===== src/rtl/uart_tx_buffered_pkg.sv =====
// Shared constants for the buffered UART transmitter: frame geometry, baud default
// and FSM state encodings.
package uart_tx_buffered_pkg;

  localparam int unsigned UART_CLKS_PER_BIT = 434;
  localparam int unsigned DATA_BITS         = 8;
  localparam int unsigned FRAME_BITS        = 10;
  localparam int unsigned STATE_W           = 2;

  localparam logic [1:0] ST_IDLE  = 2'd0;
  localparam logic [1:0] ST_START = 2'd1;
  localparam logic [1:0] ST_DATA  = 2'd2;
  localparam logic [1:0] ST_STOP  = 2'd3;

  typedef logic [DATA_BITS-1:0] byte_t;

endpackage


===== src/rtl/uart_tx_buffered_if.sv =====
// Debugger-side strobe interface and UART status lines of the buffered transmitter.
interface uart_tx_buffered_if;
  import uart_tx_buffered_pkg::*;

  byte_t db_data;
  logic  db_ok;
  logic  tx_serial;
  logic  tx_done;
  logic  tx_busy;
  logic  fifo_full;
  logic  overflow;

  modport master (output db_data, db_ok,
                  input  tx_serial, tx_done, tx_busy, fifo_full, overflow);
  modport slave  (input  db_data, db_ok,
                  output tx_serial, tx_done, tx_busy, fifo_full, overflow);
endinterface


===== src/rtl/uart_tx_buffered_byte_fifo.sv =====
// Synchronous byte FIFO with wrap-bit pointers; rdata shows the head entry so the
// consumer's register captures it on the pop edge.
module uart_tx_buffered_byte_fifo
  import uart_tx_buffered_pkg::*;
#(
  parameter int unsigned FIFO_DEPTH = 8,
  parameter int unsigned ADDR_W     = 3
) (
  input  logic  clk,
  input  logic  reset,
  input  logic  push,
  input  logic  pop,
  input  byte_t wdata,
  output byte_t rdata,
  output logic  empty,
  output logic  full
);

  localparam logic [ADDR_W:0] PTR_ONE = (ADDR_W+1)'(1);

  byte_t           mem [FIFO_DEPTH];
  logic [ADDR_W:0] wr_ptr, rd_ptr, wr_nxt, rd_nxt;
  logic            wr_en, rd_en;

  // A full FIFO that pops in the same cycle still accepts the write.
  assign wr_en = push & (~full | pop);
  assign rd_en = pop & ~empty;
  assign rdata = mem[rd_ptr[ADDR_W-1:0]];

  always_comb begin
    wr_nxt = wr_en ? wr_ptr + PTR_ONE : wr_ptr;
    rd_nxt = rd_en ? rd_ptr + PTR_ONE : rd_ptr;
  end

  // Flags are registered from the next pointers so they always match the pointer decode.
  always_ff @(posedge clk or negedge reset) begin
    if (!reset) begin
      wr_ptr <= '0;
      rd_ptr <= '0;
      empty  <= 1'b1;
      full   <= 1'b0;
    end else begin
      wr_ptr <= wr_nxt;
      rd_ptr <= rd_nxt;
      empty  <= (wr_nxt == rd_nxt);
      full   <= (wr_nxt[ADDR_W] != rd_nxt[ADDR_W]) &&
                (wr_nxt[ADDR_W-1:0] == rd_nxt[ADDR_W-1:0]);
    end
  end

  always_ff @(posedge clk) begin
    if (wr_en) mem[wr_ptr[ADDR_W-1:0]] <= wdata;
  end

endmodule


===== src/rtl/uart_tx_buffered.sv =====
// Debugger text-path transmitter: edge-detects db_ok, queues bytes and sends each
// as a back-to-back UART 8N1 frame, pulsing tx_done at every stop-bit end.
module uart_tx_buffered
  import uart_tx_buffered_pkg::*;
#(
  parameter int unsigned CLKS_PER_BIT = UART_CLKS_PER_BIT,
  parameter int unsigned FIFO_DEPTH   = 8,
  parameter int unsigned ADDR_W       = 3
) (
  input  logic              clk,
  input  logic              reset,
  uart_tx_buffered_if.slave bus
);

  localparam int unsigned      CNT_W    = $clog2(CLKS_PER_BIT);
  localparam logic [CNT_W-1:0] CNT_LAST = CNT_W'(CLKS_PER_BIT - 1);
  localparam logic [2:0]       IDX_LAST = 3'(DATA_BITS - 1);

  logic [STATE_W-1:0] state, state_nxt;
  logic [CNT_W-1:0]   baud_cnt, baud_nxt;
  logic [2:0]         bit_idx, bit_nxt;
  byte_t              shift_reg, shift_nxt, rdata;
  logic               db_ok_d, push, pop_c, done_c, bit_end_c, empty, full;

  assign push          = bus.db_ok & ~db_ok_d;
  assign bus.fifo_full = full;

  uart_tx_buffered_byte_fifo #(
    .FIFO_DEPTH (FIFO_DEPTH),
    .ADDR_W     (ADDR_W)
  ) u_fifo (
    .clk   (clk),
    .reset (reset),
    .push  (push),
    .pop   (pop_c),
    .wdata (bus.db_data),
    .rdata (rdata),
    .empty (empty),
    .full  (full)
  );

  // Strobe edge detect and sticky drop flag.
  always_ff @(posedge clk or negedge reset) begin
    if (!reset) begin
      db_ok_d      <= 1'b0;
      bus.overflow <= 1'b0;
    end else begin
      db_ok_d      <= bus.db_ok;
      bus.overflow <= bus.overflow | (push & full & ~pop_c);
    end
  end

  always_ff @(posedge clk or negedge reset) begin
    if (!reset) begin
      state     <= ST_IDLE;
      baud_cnt  <= '0;
      bit_idx   <= '0;
      shift_reg <= '0;
    end else begin
      state     <= state_nxt;
      baud_cnt  <= baud_nxt;
      bit_idx   <= bit_nxt;
      shift_reg <= shift_nxt;
    end
  end

  always_comb begin
    state_nxt = state;
    baud_nxt  = baud_cnt;
    bit_nxt   = bit_idx;
    shift_nxt = shift_reg;
    pop_c     = 1'b0;
    done_c    = 1'b0;
    bit_end_c = (baud_cnt == CNT_LAST);
    if (state != ST_IDLE) baud_nxt = bit_end_c ? '0 : baud_cnt + CNT_W'(1);
    case (state)
      ST_IDLE: begin
        if (!empty) begin
          pop_c     = 1'b1;
          shift_nxt = rdata;
          baud_nxt  = '0;
          state_nxt = ST_START;
        end
      end
      ST_START: begin
        if (bit_end_c) begin
          bit_nxt   = '0;
          state_nxt = ST_DATA;
        end
      end
      ST_DATA: begin
        if (bit_end_c) begin
          shift_nxt = {1'b0, shift_reg[DATA_BITS-1:1]};
          bit_nxt   = bit_idx + 3'd1;
          if (bit_idx == IDX_LAST) state_nxt = ST_STOP;
        end
      end
      ST_STOP: begin
        // Chain straight into the next start bit when more bytes are waiting.
        if (bit_end_c) begin
          done_c = 1'b1;
          if (!empty) begin
            pop_c     = 1'b1;
            shift_nxt = rdata;
            state_nxt = ST_START;
          end else begin
            state_nxt = ST_IDLE;
          end
        end
      end
      default: state_nxt = ST_IDLE;
    endcase
  end

  // Line is driven from the current state, so it trails the FSM by one clock.
  always_ff @(posedge clk or negedge reset) begin
    if (!reset) begin
      bus.tx_serial <= 1'b1;
      bus.tx_done   <= 1'b0;
      bus.tx_busy   <= 1'b0;
    end else begin
      bus.tx_serial <= (state == ST_START) ? 1'b0 :
                       (state == ST_DATA)  ? shift_reg[0] : 1'b1;
      bus.tx_done   <= done_c;
      bus.tx_busy   <= (state_nxt != ST_IDLE);
    end
  end

endmodule


===== src/flat_wrapper.sv =====
// flat-port wrapper written by rule: the top's interface ports become plain ports
module uart_tx_buffered_flat import uart_tx_buffered_pkg::*;
#(
  parameter int unsigned CLKS_PER_BIT = UART_CLKS_PER_BIT,
  parameter int unsigned FIFO_DEPTH   = 8,
  parameter int unsigned ADDR_W       = 3
)
  (clk, reset, bus_db_data, bus_db_ok, bus_tx_serial, bus_tx_done, bus_tx_busy, bus_fifo_full, bus_overflow);
  uart_tx_buffered_if bus_i ();
  input  logic clk;
  input  logic reset;
  input wire logic [$bits(bus_i.db_data)-1:0] bus_db_data;
  input wire logic [$bits(bus_i.db_ok)-1:0] bus_db_ok;
  output wire logic [$bits(bus_i.tx_serial)-1:0] bus_tx_serial;
  output wire logic [$bits(bus_i.tx_done)-1:0] bus_tx_done;
  output wire logic [$bits(bus_i.tx_busy)-1:0] bus_tx_busy;
  output wire logic [$bits(bus_i.fifo_full)-1:0] bus_fifo_full;
  output wire logic [$bits(bus_i.overflow)-1:0] bus_overflow;
  assign bus_i.db_data = bus_db_data;
  assign bus_i.db_ok = bus_db_ok;
  assign bus_tx_serial = bus_i.tx_serial;
  assign bus_tx_done = bus_i.tx_done;
  assign bus_tx_busy = bus_i.tx_busy;
  assign bus_fifo_full = bus_i.fifo_full;
  assign bus_overflow = bus_i.overflow;
  uart_tx_buffered #(.CLKS_PER_BIT(CLKS_PER_BIT), .FIFO_DEPTH(FIFO_DEPTH), .ADDR_W(ADDR_W)) u_core (.clk(clk), .reset(reset), .bus(bus_i));
endmodule

===== config.mk =====
export PLATFORM = sky130hd
export DESIGN_NAME = uart_tx_buffered_flat
export DESIGN_NICKNAME = d
export VERILOG_FILES = /design/src/rtl/uart_tx_buffered_pkg.sv /design/src/rtl/uart_tx_buffered_if.sv /design/src/rtl/uart_tx_buffered_byte_fifo.sv /design/src/rtl/uart_tx_buffered.sv /design/src/flat_wrapper.sv
export SDC_FILE = /design/constraint.sdc
export NUM_CORES = 1
export LEC_CHECK = 0
export CAP_MARGIN = 20
export CORE_MARGIN = 2
export CORE_UTILIZATION = 60
export DETAILED_ROUTE_END_ITERATION = 16
export PLACE_DENSITY = 0.79
export SYNTH_ARGS = -nofsm -noshare
export SYNTH_HDL_FRONTEND = slang
export SYNTH_SLANG_ARGS = --single-unit

===== constraint.sdc =====
create_clock -name clk -period 9.1 [get_ports clk]
set_input_delay 2.275 -clock clk [delete_from_list [all_inputs] [get_ports clk]]
set_output_delay 2.275 -clock clk [all_outputs]
set_load 0.005 [all_outputs]

Word-level counts from Yosys, hierarchy flattened:

Memories as Yosys holds them, arrays and structs flattened.
Index checks and enable logic that the tools add are counted.

* bits of input ports: 11
* output and inout port bits: 5
* memories kept: 1
* logic and storage cells: 77
* RAM bits: 64
* flip-flop bits (word level): 37

Memory list
* u_core.u_fifo.mem: words 8, bits a word 8, rd ports 1, clocked after memory_dff 0, write ports 1, line uart_tx_buffered_byte_fifo.sv:21 `byte_t mem [FIFO_DEPTH];`

* add/subtract/negate cells: 4
* bitwise operators: 11
* equal/unequal tests: 11
* reduce and logical (&&, ||, !) cells: 8
* mux-type cells: 29

Operators by type and width (number)
* 2-to-1 mux 9 bit: 4
* 2-to-1 mux 8 bit: 3
* case mux 8 bit (3 select lines): 1
* 2-to-1 mux 2 bit: 5
* adder 9 x 1 -> 9 bit, second input constant: 1
* equality test 9 bit, second input constant: 1
* 2-to-1 mux 1 bit: 9
* adder 4 x 1 -> 4 bit, second input constant: 2
* 2-to-1 mux 4 bit: 2
* case mux 2 bit (4 select lines): 1
* 2-to-1 mux 3 bit: 2
* != test 2 x 1 -> 1 bit, second input constant: 3
* case mux 3 bit (2 select lines): 1
* AND reduction 3 bit: 2
* nonzero test 2 bit: 3
* bitwise AND 1 bit: 5
* equality test 2 bit, second input constant: 2
* equality test 4 bit: 1
* NOT 1 bit: 4
* adder 3 x 1 -> 3 bit, second input constant: 1
* equality test 3 bit: 1
* equality test 3 bit, second input constant: 1
* nonzero test 3 bit: 1
* equality test 2 x 1 -> 1 bit, second input constant: 1
* 5 further kinds: 6

Depth between registers and ports, before layout:

Gate-level depths: netlist of the first run.

* depth in word-level cells: 8
* gate-level depth with buffers: 9
* depth with buffers taken out: 8

Modules after synthesis:

From an unflattened synthesis of the first run, not the netlist that was laid out.

* cell total of the unflattened synthesis: 280
* area, all modules: 4435.5 um^2

By module, submodules not included
* uart_tx_buffered_byte_fifo: sequential area each 2173.3 um^2, instances 1, area each 2981.6 um^2, cells an instance 146
* uart_tx_buffered: sequential area each 676.9 um^2, instances 1, area each 1453.9 um^2, cells an instance 134

Worst setup path before layout of the first run:

Ideal clock, no wire load.

* path type: input to register
* start: input bus_db_ok
* end: memory u_core.u_fifo.mem[1][0] (netlist bit) (enable)
* library setup time: 0.398 ns
* data arrival time: 3.835 ns
* data required time: 8.702 ns
* stages on the path: 5
* setup slack: 4.868 ns
* buffers on the path: 1
* cell sequence: nor4b_4 > nand4_1 > and2_4 > buf_6 > nor4b_1

* word-level cells in the longest chain between the ends: 4

RTL lines
* start, declared: line flat_wrapper.sv:13 `input wire logic [$bits(bus_i.db_ok)-1:0] bus_db_ok;`
* bitwise AND 1 bit: line uart_tx_buffered.sv:25 `assign push = bus.db_ok & ~db_ok_d;`
* bitwise AND 1 bit: line uart_tx_buffered_byte_fifo.sv:26 `assign wr_en = push & (~full | pop);`
* 2-to-1 mux 1 bit: line uart_tx_buffered_byte_fifo.sv:52 `if (wr_en) mem[wr_ptr[ADDR_W-1:0]] <= wdata;`
* 2-to-1 mux 1 bit (not written as such): line uart_tx_buffered_byte_fifo.sv:52
* end, declared: line uart_tx_buffered_byte_fifo.sv:21

Every way passes these cells.

Final worst setup path of the first run:

* start: input bus_db_ok
* end: memory u_core.u_fifo.mem[2][7] (netlist bit) (enable)

The elaborated chain is that of the path after synthesis.

==> results of run 1 <==
-- cells in the final DEF (no fill, tap or decap), types with 3 or more instances in the layout --
cell             count
mux2i_1             10
ha_1                11
mux4_2              16
nor4b_2              4
nor2_1              23
clkdlybuf4s50_1     14
xnor2_1              9
edfxtp_1            64
nand2_1             15
a21oi_1             14
xor2_1               9
inv_1               10
buf_2                3
o21ai_0             11
nand3_1              3
nor3b_1              3
dfrtp_1             35
clkbuf_8             9
inv_8                4
-- cell families after synthesis --
group | after synthesis
AO/OA/AOI/OAI | 36
XOR/XNOR | 19
adder cells (fa/ha/maj) | 11
buffers and inverters | 24
flip-flops | 101
multiplexers | 28
AND/OR/NAND/NOR | 67
-- how the worst min path moves through the flow --
stage                                      to           startpoint  slack, ps
after floorplan           u_core.shift_reg[7]  u_core.shift_reg[7]        450
after global placement    u_core.bus.overflow  u_core.bus.overflow        460
after detailed placement  u_core.bus.overflow  u_core.bus.overflow        470
after CTS                 u_core.bus.overflow  u_core.bus.overflow        490
after global routing      u_core.bus.overflow  u_core.bus.overflow        500
final                     u_core.bus.overflow  u_core.bus.overflow        480
-- through the flow --
stage	utilization	hold slack, ps	cells	setup slack, ps	area [um2]
floorplan	-	449	286	4870	4370
global placement	0.643	457	387	4320	4590
detailed placement	0.643	466	387	4160	4590
CTS	0.670	489	403	4560	4780
global route	0.677	503	407	4610	4830
finish	0.677	482	407	4740	4830
-- per-layer routing --
layer | part of all wire | wire [um] | vias to the layer above
met5 | 0 | 0 | -
met2 | 0.47 | 3580 | 63
met1 | 0.45 | 3470 | 1184
met4 | 0.016 | 126 | 0
met3 | 0.060 | 461 | 12
li1 | - | - | 1092
-- where the power goes --
part / internal (W) / switching (W) / total (W) / leakage, nW
logic: 0.000213 / 0.000196 / 0.000410 / 0.650
registers: 0.000570 / 0.0000899 / 0.000659 / 1.04
clock network: 0.000109 / 0.000172 / 0.000282 / 0.102
total: 0.000892 / 0.000459 / 0.00135 / 1.79
-- layout make-up --
cell class                 count  share of cell area
clock buffer                   9              0.0256
sequential                   101               0.590
timing repair buffer          20              0.0409
tap                           99              0.0256
clock inverter                 7              0.0148
multi-input combinational    161               0.295
inverter                      10             0.00777
==> results.md, run 1 <==
- Post-CTS Hold Buffers: 0
- Nets: between 300 and 400
- Std-Cell Rows: 31
- Yosys Warn Count: 0
- Max_cap viols: 0
- PostCTS Resize Cnt: 0
- Antenna diodes: 0
- Status: completed
- Final WL: approximately 7.6 mm
- Total gr overflow: 0
- Vias in the first global route: around 2,200
- Filler Cells Inserted: between 500 and 600
- Worst path depth: 6
- Critical R2R Launch: u_core.state[0]
- Fmax: approximately 0.23 GHz
- FF-to-FF End: u_core.u_fifo.mem[2][7]
- Via density: approximately 5.8
- Drc violations: 0
- Share of layout cells above drive strength 1: 0.172
- Mapped cell area: between 4000 and 5000 um2
- Final period utilization: 0.479
- End of the critical path: u_core.u_fifo.mem[2][7]
- Initial antenna violation count: 0
- Hold path depth: 1
- Reg2reg setup slack: roughly 6200 ps
- Largest cells by area after synthesis: edfxtp_1, dfrtp_1, mux4_2
- Maximum VDD drop: 146 uV
- Crit. End Element: flop
- Final Max Tran Viols: 0
- Largest net degree at the start of global routing: 38
- Post-synthesis compound-gate area fraction: 0.0506
- Width of the die: 89.4 um
- Clock Sinks: 101
- Final Skew: about 8.3 ps
- CP Class: in -> reg
- WP data arrival: around 4400 ps
- Mapped Cells: around 290
- Max reg flops: 64
- CP Cell Sequence: clkdlybuf4s50_1, nor4b_4, nand4_1, and2_4, nand2b_1, nor3_1
- Placeable Area: roughly 7100 um2
- RD Place Congestion: about 0.77
- Hpwl dp: slightly above 5 mm
- RSZ-0062 raised after global routing: false
- Overall power: approximately 0.0014 W
- Area share of fa/ha/maj cells after synthesis: 0.0315
- CP max-delay cell: nor3_1
- Final min period: 4360 ps
- Startpoint types: input port
- Hold crit path type: reg -> reg
- CP startpoint: bus_db_ok
- PortBufs: 15
- Synth Area in XOR/XNOR: 0.0412
- I/O pin count: 16
- Die area: between 7000 and 8000 um2
- Met2 Usage GRT: 0.296
- Syn_nets: between 300 and 400
- Largest family of logic cells by synthesized area: multiplexers
- Delay of the slowest cell on the worst path: roughly 740 ps
- Share of the synthesized area in the top cell type: 0.439
- Actual slew at the worst max-slew pin: approximately 940 ps
- Root buffer cell: clkbuf_8
- Crit Path Max Fanout: 8
- Critical Path RT: 9100 ps
- Gr usage total: 0.212
- Number of synthesized flops with an enable pin: between 60 and 70
- DR vias: ~2,400
- TritonRoute pass-1 iters: 5
- Relative slew slack: 0.366
- WL per Instance: roughly 19 um
- Prevailing post-synth register cell: edfxtp_1
- Count leader, synth: edfxtp_1
- Crit path max-delay family: simple AND/OR/NAND/NOR gates
- Syn Area/Cell: approximately 15 um2
- Library cells used by synthesis: between 40 and 50
- CTS tree: built
- Area Overhead vs Synth: 10.4%
- DIE HEIGHT: between 80 and 90 um
- H-tree Lvls: 3
- Lkg Pwr: roughly 1.8 nW
- Proportion of synthesized area in mux cells: 0.111
- CTS clk-pin slew, worst paths: 100 ps
- Post-synth top cells: edfxtp_1, dfrtp_1, nor2_1
- Gr busiest metal: met1
- Global-route wire length before repair: roughly 12 mm
- Post-synthesis async set-or-reset flop share: 0.366
- Worst r2r path cells: 7
- Clock Path Buffers: 2
- Met1 GRT Util: 0.320
- Flops & latches, synth: approximately 100
- WP buf/inv: 1
- Setup bufs post-CTS: 0
- Register area share after synthesis: 0.652
- Multi-input logic area: 1430 um2
- Synth Area in Simple Gates: 0.0884
- Fin Setup TNS: 0 ps
- Finish-stage setup viols: 0
- Initial Utilization: 0.613
- Pwr Density: roughly 280 nW/um2
- Final Hold Viols: 0
- Biggest area consumer among synthesized cells: edfxtp_1
- M3 GR Usage: 0.0591
- Register area: between 2000 and 3000 um2
- Detailed Route Iter0 Violations: about 150
- Skew-Pair Late Insertion Delay: roughly 370 ps
- Post-route ant nets: 0
- TritonCTS buffer count: 9
(Power assumes the default switching activity.)
==> run 2: changes to the inputs <==
--- a/config.mk
+++ b/config.mk
@@ -7,9 +7,9 @@
 export LEC_CHECK = 0
 export CAP_MARGIN = 20
 export CORE_MARGIN = 2
-export CORE_UTILIZATION = 60
+export CORE_UTILIZATION = 54
 export DETAILED_ROUTE_END_ITERATION = 16
-export PLACE_DENSITY = 0.79
+export PLACE_DENSITY = 0.75
 export SYNTH_ARGS = -nofsm -noshare
 export SYNTH_HDL_FRONTEND = slang
 export SYNTH_SLANG_ARGS = --single-unit
==> constraint.sdc (replaced) <==
create_clock -name clk -period 3.9 [get_ports clk]
set_input_delay 0.975 -clock clk [delete_from_list [all_inputs] [get_ports clk]]
set_output_delay 0.975 -clock clk [all_outputs]
set_load 0.005 [all_outputs]
==> run 2 against run 1 <==
Global-route usage decreased by 3.4 points. Highest routed layer unchanged. Critical path type unchanged. Hold slack better by 7.2 ps. Combinational power is 130% higher. Power is 130% higher. Non-clock buffer count up 4. Sequential power rose by 130%. Final area is 0.67% higher. Critical endpoint is now u_core.u_fifo.mem[6][7]. Clock power rose by 130%. Setup slack got worse by 3800 ps.
==> results.md, run 2 (synthesized netlist as in run 1, its figures left out) <==
- Status: completed (unchanged)
- H-tree Lvls: 3 (unchanged)
- Final worst slack: 979 ps (was 4740 ps)
- Highest-count cells in the layout ignoring fill and taps: edfxtp_1, dfrtp_1, nor2_1, mux4_2, nand2_1 (unchanged)
- Root buffer cell: clkbuf_8 (unchanged)
- Routed wl met2: 3.54 mm (was 3.58 mm)
- Initial antenna violation count: 0 (unchanged)
- Pre-CTS setup slack: 576 ps (was 4160 ps)
- Post-route cell area: 4860 um2 (was 4830 um2)
- Filler Cells Inserted: 584 (was 505)
- CP Class: in -> reg (unchanged)
- Max layer used: met4 (unchanged)
- TritonCTS buffer count: 9 (unchanged)
- TritonRoute pass-1 iters: 4 (was 5)
- Post-CTS Hold Buffers: 0 (unchanged)
- Sw Pwr: 0.00107 W (was 0.000459 W)
- Relative slew slack: 0.416 (was 0.366)
- WP data arrival: 3020 ps (was 4360 ps)
- Fin Setup TNS: 0 ps (unchanged)
- PortBufs: 15 (unchanged)
- Max reg flops: 64 (unchanged)
- Final Hold Viols: 0 (unchanged)
- DIE HEIGHT: 94.0 um (was 89.4 um)
- Die area: 8830 um2 (was 7990 um2)
- Pwr Density: 645 nW/um2 (was 280 nW/um2)
- Finish-stage setup viols: 0 (unchanged)
- DR vias: 2,279 (was 2,351)
- Largest net degree at the start of global routing: 38 (unchanged)
- Via density: 5.50 (was 5.78)
- Register area: 2850 um2 (unchanged)
- Std-Cell Rows: 32 (was 31)
- Clock Sinks: 101 (unchanged)
- DP Cell Count: 398 (was 387)
- RD Place Congestion: 0.778 (was 0.770)
- Total gr overflow: 0 (unchanged)
- Final Skew: 13.5 ps (was 8.30 ps)
- Fmax: ~0.34 GHz
- Final WL: 7.10 mm (was 7.64 mm)
- Post-Place Cell Area: 4650 um2 (was 4590 um2)
- RSZ-0062 raised after global routing: false (unchanged)
- CTS tree: built (unchanged)
- Internal power: 0.00207 W (was 0.000892 W)
- Sequential power share: 0.492 (was 0.488)
- Drc violations: 0 (unchanged)
- Lkg Pwr: 1.80 nW (was 1.79 nW)
- Commonest non-fill, non-tap cell in the layout: edfxtp_1 (unchanged)
- Clock power share: 0.209 (was 0.208)
- Util after Layout: 0.626 (was 0.677)
- Finished Layout Cells: 414 (was 407)
- Share of layout cells above drive strength 1: 0.183 (was 0.172)
- Nets: 329 (was 325)
- Global-route wire length before repair: 11.6 mm (was 11.8 mm)
- Clock Path Buffers: 2 (unchanged)
- Startpoint types: input port (unchanged)
- Logic pwr share: 0.299 (was 0.303)
- Actual slew at the worst max-slew pin: 870 ps (was 944 ps)
- WL per Instance: 17.1 um (was 18.8 um)
- Post-route ant nets: 0 (unchanged)
- Final min period: ~3000 ps
- Detailed Route Iter0 Violations: 98 (was 149)
- Max_cap viols: 0 (unchanged)
- Skew-Pair Late Insertion Delay: 380 ps (was 370 ps)
- Placeable Area: 7770 um2 (was 7140 um2)
- WL met1: 3.25 mm (was 3.47 mm)
- Antenna diodes: 0 (unchanged)
- Multi-input logic area: 1430 um2 (unchanged)
- Setup bufs post-CTS: 0 (unchanged)
- Hold crit path type: reg -> reg (unchanged)
- Hpwl dp: 4.86 mm (was 5.18 mm)
- Maximum VDD drop: 293 uV (was 146 uV)
- Width of the die: 94.0 um (was 89.4 um)
- Gr usage total: 0.177 (was 0.212)
- Switch share: 0.341 (was 0.340)
- Critical Path RT: 4000 ps (was 9100 ps)
- Crit Path Max Fanout: 8 (unchanged)
- Crit. End Element: flop (unchanged)
- Initial Utilization: 0.563 (was 0.613)
- Final period utilization: 0.749
- CTS clk-pin slew, worst paths: 100 ps (about the same)
- I/O pin count: 16 (unchanged)
- Final Max Tran Viols: 0 (unchanged)
- Vias in the first global route: 2,242 (was 2,198)
- PostCTS Resize Cnt: 0 (unchanged)
- Met3 WL post-DR: 219 um (was 461 um)
- Area Overhead vs Synth: 11.2% (was 10.4%)
-- run 2: cell types whose count changed in the layout (fill, tap and decap cells not counted) --
cell	change
buf_4	+8
clkinv_8	+3
inv_8	-3
buf_2	-2
buf_16	-1
clkbuf_4	-1
clkinv_4	-1
clkinvlp_4	+1
-- run 2: layout make-up --
cell class                      instances  area share
Clock buffer                            9      0.0255
Timing Repair Buffer                   24      0.0437
Tap cell                              102      0.0262
Clock inverter                          7      0.0175
Inverter                               10     0.00772
Sequential cell                       101       0.586
Multi-Input combinational cell        161       0.293
-- run 2: path summary, 6_finish.rpt --
kind,depth (start not counted),endpoint,slack (ps),from
max reg2reg,8,u_core.u_fifo.mem[6][7],1100,u_core.state[0]
min,1,u_core.bus.overflow,490,u_core.bus.overflow
min reg2reg,1,u_core.bus.overflow,490,u_core.bus.overflow
max,7,u_core.u_fifo.mem[6][7],980,bus_db_ok
max in group asynchronous,1,u_core.shift_reg[2],2710,reset
min in group asynchronous,1,u_core.baud_cnt[2],680,reset
-- run 2: power by group through the flow --
stage | Combinational [W] | Clock, W | Sequential [W]
after floorplan | 0.000831 | 0 | 0.00143
after global placement | 0.000921 | 0 | 0.00156
after detailed placement | 0.000946 | 0 | 0.00157
after CTS | 0.000950 | 0.000679 | 0.00155
after global routing | 0.00105 | 0.000720 | 0.00157
final | 0.000938 | 0.000656 | 0.00154
-- run 2: worst max-delay path: stages --
cell             delay [ps]
clkdlybuf4s50_1         510
nor4b_4                 230
nand4_1                 170
and2_4                  220
nand2b_1                180
nor3b_1                 470
buf_4                   240
-- run 2: stage by stage --
step                      total power [W]  hold WS [ps]
final                             0.00314           489
after global routing              0.00334           505
after CTS                         0.00317           495
after detailed placement          0.00252           472
after global placement            0.00248           457
after floorplan                   0.00226           449
-- run 2: routing by layer --
metal | vias to the layer above | global-route usage
met5 | - | 0
met4 | 0 | 0.0604
met3 | 10 | 0.0385
met2 | 34 | 0.291
met1 | 1126 | 0.236
li1 | 1109 | -
==> run 3: changes to the inputs <==
--- a/config.mk
+++ b/config.mk
@@ -7,9 +7,9 @@
 export LEC_CHECK = 0
 export CAP_MARGIN = 20
 export CORE_MARGIN = 2
-export CORE_UTILIZATION = 54
+export CORE_UTILIZATION = 60
 export DETAILED_ROUTE_END_ITERATION = 16
-export PLACE_DENSITY = 0.75
+export PLACE_DENSITY = 0.79
 export SYNTH_ARGS = -nofsm -noshare
 export SYNTH_HDL_FRONTEND = slang
 export SYNTH_SLANG_ARGS = --single-unit
==> constraint.sdc (replaced) <==
create_clock -name clk -period 3 [get_ports clk]
set_input_delay 0.75 -clock clk [delete_from_list [all_inputs] [get_ports clk]]
set_output_delay 0.75 -clock clk [all_outputs]
set_load 0.005 [all_outputs]
==> run 3 against run 2 <==
Sequential power increased by 29%. Sequential share of layout area shrank 0.18 points. Final cell count shrank 0.24%. Final area is 0.31% higher. Die area decreased by 9.6%. Non-clock buffer count is 2 higher. Power up 30%.
==> results.md, run 3 (synthesized netlist as in run 1, its figures left out) <==
- Internal power: 0.00270 W (was 0.00207 W)
- Highest-count cells in the layout ignoring fill and taps: edfxtp_1, dfrtp_1, nor2_1, mux4_2, nand2_1 (unchanged)
- Fin Setup TNS: 0 ps (unchanged)
- Skew-Pair Late Insertion Delay: 370 ps (was 380 ps)
- CTS clk-pin slew, worst paths: 100 ps (about the same)
- Commonest non-fill, non-tap cell in the layout: edfxtp_1 (unchanged)
- Critical R2R Launch: u_core.state[0] (unchanged)
- H-tree Lvls: 3 (unchanged)
- I/O pin count: 16 (unchanged)
- Post-route ant nets: 0 (unchanged)
- Clock Sinks: 101 (unchanged)
- Register area: 2850 um2 (unchanged)
- RD Place Congestion: 0.789 (was 0.778)
- Worst r2r path cells: 8 (unchanged)
- FF-to-FF End: u_core.u_fifo.mem[6][3] (was u_core.u_fifo.mem[6][7])
- Lkg Pwr: 1.82 nW (was 1.80 nW)
- Hpwl dp: 4.88 mm (was 4.86 mm)
- Post-CTS Hold Buffers: 0 (unchanged)
- Actual slew at the worst max-slew pin: 858 ps (was 870 ps)
- Clock power share: 0.208 (was 0.209)
- Status: completed (unchanged)
- Final Hold Viols: 0 (unchanged)
- Sequential power share: 0.484 (was 0.492)
- Logic pwr share: 0.308 (was 0.299)
- Antenna diodes: 0 (unchanged)
- Reg2reg setup slack: 450 ps (was 1100 ps)
- Finish-stage setup viols: 0 (unchanged)
- Startpoint types: flop (was input port)
- TritonRoute pass-1 iters: 4 (unchanged)
- Pwr Density: 838 nW/um2 (was 645 nW/um2)
- Share of layout cells above drive strength 1: 0.188 (was 0.183)
- Max reg flops: 64 (unchanged)
- Width of the die: 89.4 um (was 94.0 um)
- Nets: 331 (was 329)
- CP Class: reg -> reg (was in -> reg)
- WP data arrival: 2640 ps (was 3020 ps)
- Initial antenna violation count: 0 (unchanged)
- CP startpoint: u_core.state[0] (was bus_db_ok)
- Relative slew slack: 0.428 (was 0.416)
- Total gr overflow: 0 (unchanged)
- Final Max Tran Viols: 0 (unchanged)
- Detailed Route Iter0 Violations: 121 (was 98)
- Area Overhead vs Synth: 11.5% (was 11.2%)
- Final Skew: 12.5 ps (was 13.5 ps)
- CTS tree: built (unchanged)
- WL per Instance: 17.3 um (was 17.1 um)
- Multi-input logic area: 1430 um2 (unchanged)
- Global-route wire length before repair: 11.6 mm (about the same)
- PostCTS Resize Cnt: 0 (unchanged)
- Final min period: approximately 2600 ps
- Crit. End Element: flop (unchanged)
- Overall power: 0.00409 W (was 0.00314 W)
- Maximum VDD drop: 407 uV (was 293 uV)
- Setup bufs post-CTS: 0 (unchanged)
- PortBufs: 15 (unchanged)
- DR vias: 2,351 (was 2,279)
- Initial Utilization: 0.613 (was 0.563)
- Vias in the first global route: 2,299 (was 2,242)
- Post-Place Cell Area: 4660 um2 (was 4650 um2)
- Hold crit path type: in -> async (was reg -> reg)
- Switch share: 0.339 (was 0.341)
- Filler Cells Inserted: 515 (was 584)
- Fin Hold WS: 457 ps (was 489 ps)
- DIE HEIGHT: 89.4 um (was 94.0 um)
- Placeable Area: 7140 um2 (was 7770 um2)
- Max_cap viols: 0 (unchanged)
- Post-route cell area: 4880 um2 (was 4860 um2)
- Final WL: 7.13 mm (was 7.10 mm)
- Critical Path RT: 3090 ps (was 4000 ps)
- Pre-CTS setup slack: 188 ps (was 576 ps)
- Std-Cell Rows: 31 (was 32)
- Crit Path Max Fanout: 8 (unchanged)
- End of the critical path: u_core.u_fifo.mem[6][3] (was u_core.u_fifo.mem[6][7])
- Die area: 7990 um2 (was 8830 um2)
- Fmax: about 0.39 GHz
- Root buffer cell: clkbuf_8 (unchanged)
- Drc violations: 0 (unchanged)
- Gr usage total: 0.204 (was 0.177)
- Via density: 5.69 (was 5.50)
- Final period utilization: 0.850
- Clock Path Buffers: 2 (unchanged)
- Sw Pwr: 0.00138 W (was 0.00107 W)
- RSZ-0062 raised after global routing: false (unchanged)
- Final worst slack: 450 ps (was 979 ps)
- TritonCTS buffer count: 9 (unchanged)
- Largest net degree at the start of global routing: 38 (unchanged)
==> run 3: changes by cell type in the layout (fill, tap and decap cells not counted), sizes merged <==
cell | previous run | this run
buf | 10 | 12
clkinvlp | 1 | 0
clkinv | 4 | 5
==> run 3: critical path: stages (launching register included) <==
cell and delay (ps):
dfrtp_1 450, inv_1 110, ha_1 410, nor4b_4 260, nand4_1 170, and2_4 220, nand2b_1 180, nor3b_1 250
buf_4 210
==> run 3: area by class of cell <==
class	instances	area share
flip-flops and latches	101	0.584
clock buffers	9	0.0254
clock inverters	7	0.0182
repair buffers	26	0.0467
inverters	10	0.00770
multi-input cells	161	0.292
well taps	99	0.0254
==> run 3: worst min path at each step <==
stage | cells after the start | slack, ps | endpoint
after floorplan | 0 | 450 | u_core.baud_cnt[0]
after CTS | 1 | 470 | u_core.bit_idx[0]
after global placement | 1 | 460 | u_core.bus.overflow
final | 1 | 460 | u_core.baud_cnt[4]
after global routing | 1 | 510 | u_core.baud_cnt[2]
after detailed placement | 1 | 470 | u_core.bus.overflow
==> run 3: per-layer routing <==
metal,global-route usage,routed length (um),vias to the layer above
met2,0.319,3620,33
met1,0.279,3270,1205
met3,0.0637,176,5
met5,0,0,-
met4,0.0611,58,0
li1,-,-,1108
==> run 3: power groups by stage <==
stage / clock [W] / sequential (W) / combinational, W
floorplan: 0 / 0.00186 / 0.00108
detailed placement: 0 / 0.00201 / 0.00128
global route: 0.000934 / 0.00202 / 0.00141
CTS: 0.000875 / 0.00198 / 0.00128
finish: 0.000848 / 0.00198 / 0.00126
global placement: 0 / 0.00199 / 0.00123
==> run 3: through the flow <==
step | instances | util
floorplan | 286 | -
global placement | 397 | 0.654
detailed placement | 397 | 0.654
CTS | 413 | 0.683
global route | 413 | 0.683
finish | 413 | 0.683
